==> src/rtl/pc_unit_ras.sv <==
// Program counter with trap entry, EPC capture and a circular return-address stack.
// Optional PC_ALIGN_CHECK_EN turns misaligned PC loads into traps and adds a misalign pulse.
module pc_unit_ras #(
  parameter int unsigned WIDTH        = 32,
  parameter logic [31:0] RESET_VECTOR = 32'h0000_0000,
  parameter logic [31:0] TRAP_VECTOR  = 32'h0000_0080,
  parameter int unsigned RAS_DEPTH    = 4
) (
  input  logic             clk,
  input  logic             reset,
  input  logic             pc_write,
  input  logic             pc_write_cond,
  input  logic             alu_zero,
  input  logic             branch_ne,
  input  logic [WIDTH-1:0] next_pc,
  input  logic             call_push,
  input  logic             ret_pop,
  input  logic             trap,
  output logic [WIDTH-1:0] pc_out,
  output logic [WIDTH-1:0] old_pc,
  output logic [WIDTH-1:0] epc,
  output logic             ras_empty,
  output logic             ras_full,
  output logic             ras_ovf,
`ifdef PC_ALIGN_CHECK_EN
  output logic             misalign,
`endif
  output logic             ras_unf
);

  localparam int unsigned AW = $clog2(RAS_DEPTH);
  localparam int unsigned CW = AW + 1;
  localparam logic [WIDTH-1:0] RST_PC  = WIDTH'(RESET_VECTOR);
  localparam logic [WIDTH-1:0] TRAP_PC = WIDTH'(TRAP_VECTOR);
  localparam logic [CW-1:0]    FULL_CNT = CW'(RAS_DEPTH);

  logic [WIDTH-1:0] pc_q, pc_d;
  logic [WIDTH-1:0] old_q, old_d;
  logic [WIDTH-1:0] epc_q, epc_d;
  logic [AW-1:0]    sp_q, sp_d;
  logic [CW-1:0]    cnt_q, cnt_d;
  logic             ovf_q, ovf_d;
  logic             unf_q, unf_d;
  logic [WIDTH-1:0] ras_q [RAS_DEPTH];

  logic             take, empty, full, load;
  logic             wr_en;
  logic [AW-1:0]    wr_idx, top_idx;
  logic [WIDTH-1:0] tgt;

`ifdef PC_ALIGN_CHECK_EN
  logic mis_q, mis_d;
`endif

  assign take    = pc_write | (pc_write_cond & (alu_zero ^ branch_ne));
  assign empty   = (cnt_q == '0);
  assign full    = (cnt_q == FULL_CNT);
  assign top_idx = sp_q - AW'(1);

  always_comb begin
    pc_d   = pc_q;
    old_d  = old_q;
    epc_d  = epc_q;
    sp_d   = sp_q;
    cnt_d  = cnt_q;
    ovf_d  = ovf_q;
    unf_d  = unf_q;
    wr_en  = 1'b0;
    wr_idx = sp_q;
    load   = 1'b0;
    tgt    = next_pc;
`ifdef PC_ALIGN_CHECK_EN
    mis_d  = 1'b0;
`endif
    if (trap) begin
      pc_d  = TRAP_PC;
      epc_d = pc_q;
    end else begin
      if (pc_write && !ret_pop) old_d = pc_q;
      if (ret_pop) begin
        load = 1'b1;
        if (!empty) begin
          tgt = ras_q[top_idx];
          // pop+push on one edge: swap the top slot in place, depth unchanged
          if (call_push && take) begin
            wr_en  = 1'b1;
            wr_idx = top_idx;
          end else begin
            sp_d  = top_idx;
            cnt_d = cnt_q - CW'(1);
          end
        end else begin
          unf_d = 1'b1;
          if (call_push && take) begin
            wr_en = 1'b1;
            sp_d  = sp_q + AW'(1);
            cnt_d = cnt_q + CW'(1);
          end
        end
      end else if (take) begin
        load = 1'b1;
        if (call_push) begin
          // when full, sp already points at the oldest entry, so it is overwritten
          wr_en = 1'b1;
          sp_d  = sp_q + AW'(1);
          if (full) ovf_d = 1'b1;
          else      cnt_d = cnt_q + CW'(1);
        end
      end
      if (load) begin
        pc_d = tgt;
`ifdef PC_ALIGN_CHECK_EN
        if (tgt[1:0] != 2'b00) begin
          pc_d  = TRAP_PC;
          epc_d = tgt;
          mis_d = 1'b1;
        end
`endif
      end
    end
  end

  always_ff @(posedge clk or negedge reset) begin
    if (!reset) begin
      pc_q  <= RST_PC;
      old_q <= '0;
      epc_q <= '0;
      sp_q  <= '0;
      cnt_q <= '0;
      ovf_q <= 1'b0;
      unf_q <= 1'b0;
`ifdef PC_ALIGN_CHECK_EN
      mis_q <= 1'b0;
`endif
    end else begin
      pc_q  <= pc_d;
      old_q <= old_d;
      epc_q <= epc_d;
      sp_q  <= sp_d;
      cnt_q <= cnt_d;
      ovf_q <= ovf_d;
      unf_q <= unf_d;
`ifdef PC_ALIGN_CHECK_EN
      mis_q <= mis_d;
`endif
    end
  end

  always_ff @(posedge clk) begin
    if (wr_en) ras_q[wr_idx] <= pc_q;
  end

  assign pc_out    = pc_q;
  assign old_pc    = old_q;
  assign epc       = epc_q;
  assign ras_empty = empty;
  assign ras_full  = full;
  assign ras_ovf   = ovf_q;
  assign ras_unf   = unf_q;
`ifdef PC_ALIGN_CHECK_EN
  assign misalign  = mis_q;
`endif

endmodule
==> config.mk <==
export PLATFORM = sky130hd
export DESIGN_NAME = pc_unit_ras
export DESIGN_NICKNAME = d
export VERILOG_FILES = /design/src/rtl/pc_unit_ras.sv
export SDC_FILE = /design/constraint.sdc
export NUM_CORES = 1
export LEC_CHECK = 0
export BUFFER_PORTS_ARGS = -buffer_cell sky130_fd_sc_hd__buf_2
export CORE_MARGIN = 2
export CORE_UTILIZATION = 38
export DETAILED_ROUTE_END_ITERATION = 8
export PLACE_DENSITY = 0.54
export SETUP_SLACK_MARGIN = 0.15
export SLEW_MARGIN = 20
export SYNTH_ARGS = -nofsm -noshare
export SYNTH_HDL_FRONTEND = slang
export SYNTH_SLANG_ARGS = --single-unit
==> constraint.sdc <==
create_clock -name clk -period 11.42 [get_ports clk]
set_input_delay 1.713 -clock clk [delete_from_list [all_inputs] [get_ports clk]]
set_output_delay 1.713 -clock clk [all_outputs]
set_load 0.01 [all_outputs]
Word level (Yosys, flattened, before mapping). Memory sizes are Yosys's and may differ from the RTL's. Cells that the tools add are included.

Bitwise logic cells: 5. Equal/unequal tests: 4. $add $sub $neg: 4. Multiplexer cells: 31. Reductions and logical operators: 12.

Operators with widths (number): $mux W32 (4); $mux W3 (7); $mux W2 (10); $mux W1 (10); $reduce_and A5 Y1 (2); $reduce_and A6 Y1 (1); $reduce_bool A2 Y1 (3); $add A3 B1 Y3 const B (1); $eq A3 B3 Y1 const B (1); $logic_not A3 Y1 (1); $ne A3 B2 Y1 const B (1); $ne A3 B3 Y1 const B (1); $reduce_and A3 Y1 (1); $sub A3 B1 Y3 const B (1); $add A2 B1 Y2 const B (1); $logic_and A1 B1 Y1 (2); $ne A2 B2 Y1 const B (1); $not A1 Y1 (2); $reduce_and A2 Y1 (1); $sub A2 B1 Y2 const B (1); $and A1 B1 Y1 (1); $logic_not A1 Y1 (1); $or A1 B1 Y1 (1); $xor A1 B1 Y1 (1).

Register bits after elaboration: 103. Memory bits (writable): 128. Memories kept: 1. Logic and storage cells: 64.

Memories: ras_q (depth 4, bits a word 32, read ports 1, clocked after Yosys merged registers in 0, write ports 1, line 44) `logic [WIDTH-1:0] ras_q [RAS_DEPTH];`.

Depth between registers and ports, before layout.
Word-level depth: 9. Mapped depth: 8. Mapped depth without buffers: 7.

Least setup slack after synthesis. No wires, ideal clock.

Path kind: input to register. Start: in branch_ne. End: mem ras_q[0][0] (enable). Path buffers: 0. Data required time: 10.952 ns. Cell stages on the path: 4. Data arrival time: 4.815 ns. Setup time: 0.468 ns. Setup slack: 6.137 ns. Cells stage by stage: xor2_1 -> a31o_2 -> or2b_1 -> nor3b_1.

Longest elaborated chain between the ends: 9. Elaborated cells on any way between the ends: 14.

RTL lines: start, declared (line 14) `input logic branch_ne,`; $xor A1 B1 Y1 (*) (line 55) `assign take = pc_write | (pc_write_cond & (alu_zero ^ branch_ne));`; $and A1 B1 Y1 (*) (line 55); $or A1 B1 Y1 (*) (line 55); $logic_and A1 B1 Y1 (line 85, 94); $mux W1 (line 85, 94); $mux W1 (line 80) `if (ret_pop) begin`; $mux W1 (line 75) `if (trap) begin`; $mux W1 (line 150) `if (wr_en) ras_q[wr_idx] <= pc_q;`; $mux W1 (implied by the code) (line 150); end, declared (line 44).

Every way passes the cells marked *; elsewhere a longest branch is shown, timed or not.

Final worst setup path.
Start: in branch_ne. End: mem ras_q[1][23] (enable).

The elaborated chain is that of the path after synthesis.

==> impl_metrics.yaml <==
clock_tree:
  post_cts_resized: 0
  clockBufferDepth: 3
  clk_latency_ns: 0.52
  post_cts_buffers: 0
  clk_pin_slew_ns: 0.06
  root_buffer: "clkbuf_16"
  numCtsBuffers: 24
  hold_buffers: 0
  cts_tree: "done"
  htree_levels: 1
  cts_sinks: 231
global_routing:
  met3_usage_pct: 2.66
  grt_pass1_wl_um: 30100
  grt_usage_pct: 15.8
  grt_overflow: 0
  top_usage_layer: "met2"
  grt_use_met2_pct: 26.1
  grt_antenna_before_repair: 0
  grt_max_degree: 54
  gr-usage-met1_pct: 22.2
  grt_pass1_vias: 5264
placed_design:
  place.gp.congestion: 0.708
  placed_area_mm2: 0.0100
  dpl.hpwl_um: 11300
  portBuffers: 140
critical_path:
  worstSetupStartpointType: "input port"
  r2r-end: "ras_q[3][21]$_DFFE_PP_"
  cp-end-kind: "register"
  r2r-start: "cnt_q[0]$_DFFE_PN0P_"
  ff2ff_setup_slack_ns: 8.69
  arrival_ns: 3.70
  rr_worst_depth: 7
  worstSetupPathType: "input port to register"
  path_max_fanout: 17
  worstPathRequired_ns: 11.61
worst_hold_path:
  hp-start: "ras_ovf$_DFFE_PN0P_"
  holdPathEnd: "ras_ovf$_DFFE_PN0P_"
  min_path_type: "register to register"
  whs_path_depth: 1
power_and_ir_drop:
  pwr_density_cell_mw_per_mm2: 233
  p_total_mw: 2.53
  p_leak_nw: 4.55
  vdd_drop_max_mv: 0.115
synthesis:
  yosys_warnings: 0
  netlist_area_mm2: 0.00897
  postSynthAreaPerCell_um2: 17.8
  ys_seq_area_share_pct: 71.5
  synthesis.nets: 547
  ys_types: 36
  ys_ff_latch: 231
  synthCells: 503
finish:
  stdcell_area_mm2: 0.0109
  num-fill-cells: 2062
  syn2layout_area_growth_pct: 21.0
  drive_gt1_share_pct: 43.7
  ff_latch_area_mm2: 0.00642
  multi_input_area_mm2: 0.00243
  n_antenna_cell: 0
  final_nets: 692
die:
  io_pins: 141
  die-area_mm2: 0.0249
  rows: 56
  die-height_um: 158
  dieWidth_um: 158
  fp.coreArea_mm2: 0.0233
  initial_core_util_pct: 38.5
route:
  first_pass_iters: 4
  wl_per_cell_um: 19.6
  first_iter_violations: 232
  remaining_drc_errors: 0
  ant_nets: 0
  wl_um: 19300
  vias: 4925
  vias_per_cell: 5.00
sta:
  setup_viol: 0
  fin_crit_sh_pct: 30.7
  period_minus_slack_ns: 3.51
  timing.final.hold_violations: 0
  clock_skew_ns: 0.0157
  max_freq_mhz: 285
  rsz0062_at_grt: "no"
  slew_violations: 0
  fin_tns_setup_ns: 0
  worst_slew_pin_slew_ns: 1.05
  relSlewSlack_pct: 30.0
run:
  maxCapViolCount: 0
status:
  status: "complete, no violations"
-- synthesized netlist by cell type --
cell type / count / area (um^2)
a211oi_1: 1 / 7.51
a21boi_0: 1 / 7.51
a21o_1: 1 / 7.51
a21oi_1: 5 / 25.0
a31o_2: 2 / 17.5
and2_1: 4 / 25.0
and3_1: 1 / 6.26
and4b_2: 1 / 11.3
buf_1: 3 / 11.3
buf_2: 10 / 50.1
buf_4: 4 / 30.0
clkbuf_1: 11 / 41.3
dfrtp_1: 103 / 2580
edfxtp_1: 128 / 3840
ha_1: 3 / 37.5
inv_1: 6 / 22.5
mux2_1: 1 / 11.3
mux2_2: 64 / 721
mux2i_1: 35 / 350
mux4_2: 32 / 721
nand2_1: 32 / 120
nand2b_1: 2 / 12.5
nand3_1: 2 / 10.0
nand3b_1: 1 / 7.51
nand4_1: 1 / 6.26
nand4b_1: 1 / 8.76
nor2_1: 2 / 7.51
nor3b_1: 1 / 7.51
nor4_1: 1 / 6.26
o21ai_0: 31 / 155
o31ai_1: 1 / 7.51
or2b_1: 1 / 7.51
or3_1: 2 / 12.5
or3_4: 1 / 11.3
xnor2_1: 1 / 8.76
xor2_1: 7 / 61.3
-- layer usage --
| layer | up-vias | share of wire, % |
|---|---|---|
| met5 | - | 0 |
| met3 | 20 | 5.6 |
| met2 | 149 | 47 |
| met1 | 2557 | 46 |
| li1 | 2199 | - |
| met4 | 0 | 1.2 |
-- state kept, by name, indices dropped and copies added, names as in the netlist --
name and cells:
cnt_q 3, epc 32, old_pc 32, pc_out 32, ras_ovf 1, ras_q 128, ras_unf 1, sp_q 2
-- cell usage in the layout, fill, tap and decap left out, types with 3 or more instances in the layout --
cell type  count
mux2_2        64
xor2_1         7
clkbuf_8       5
inv_1          6
edfxtp_1     128
bufinv_16      3
clkbuf_16     24
o21ai_0       31
dfrtp_1      101
buf_4          8
mux4_2        32
ha_1           3
mux2i_1       35
clkbuf_1       9
buf_2        139
a21oi_1        3
nand2_1       31
-- cell type report --
type / count / share of cell area, %
Timing Repair Buffer: 147 / 6.96
Clock buffer: 38 / 6.48
Sequential cell: 231 / 59.2
Tap cell: 319 / 3.68
Inverter: 6 / 0.207
Multi-Input combinational cell: 238 / 22.4
Clock inverter: 6 / 1.11
-- worst max-delay path: stages --
cell and delay, ns:
buf_2 0.10, xor2_1 0.25, a31o_2 0.32, or2b_1 0.34
a21oi_4 0.55, buf_4 0.41
-- power breakdown --
part	internal (mW)	switching [mW]	leakage, nW
clock network	0.491	0.314	0.400
registers	1.05	0.142	2.50
logic	0.285	0.250	1.65
total	1.83	0.706	4.55
-- through the flow --
stage	utilization [%]	cells	setup WS, ns	hold WS, ns
global route	46.5	985	7.83	0.478
detailed placement	43.0	941	7.38	0.457
CTS	46.5	985	7.92	0.471
global placement	43.0	941	7.32	0.446
floorplan	-	503	6.14	0.461
finish	46.5	985	7.91	0.466
-- kinds of logic after synthesis --
group                      synth area share, %
DFF                                       71.5
xor gates and xnor gates                 0.781
adders and majority gates                0.418
AOI/OAI and AO/OA                         2.54
muxes                                     20.1
and+or+nand+nor                           2.90
buffers and inverters                     1.73
-- how the worst max path moves through the flow --
stage | from | end | cells past startpoint
finish | branch_ne | ras_q[1][23]$_DFFE_PP_ | 6
global placement | trap | cnt_q[1]$_DFFE_PN0P_ | 4
floorplan | branch_ne | ras_q[0][0]$_DFFE_PP_ | 4
global route | branch_ne | ras_q[1][24]$_DFFE_PP_ | 6
detailed placement | branch_ne | ras_q[1][13]$_DFFE_PP_ | 6
CTS | branch_ne | ras_q[1][24]$_DFFE_PP_ | 6
No activity file was read; power rests on OpenSTA's default activity.
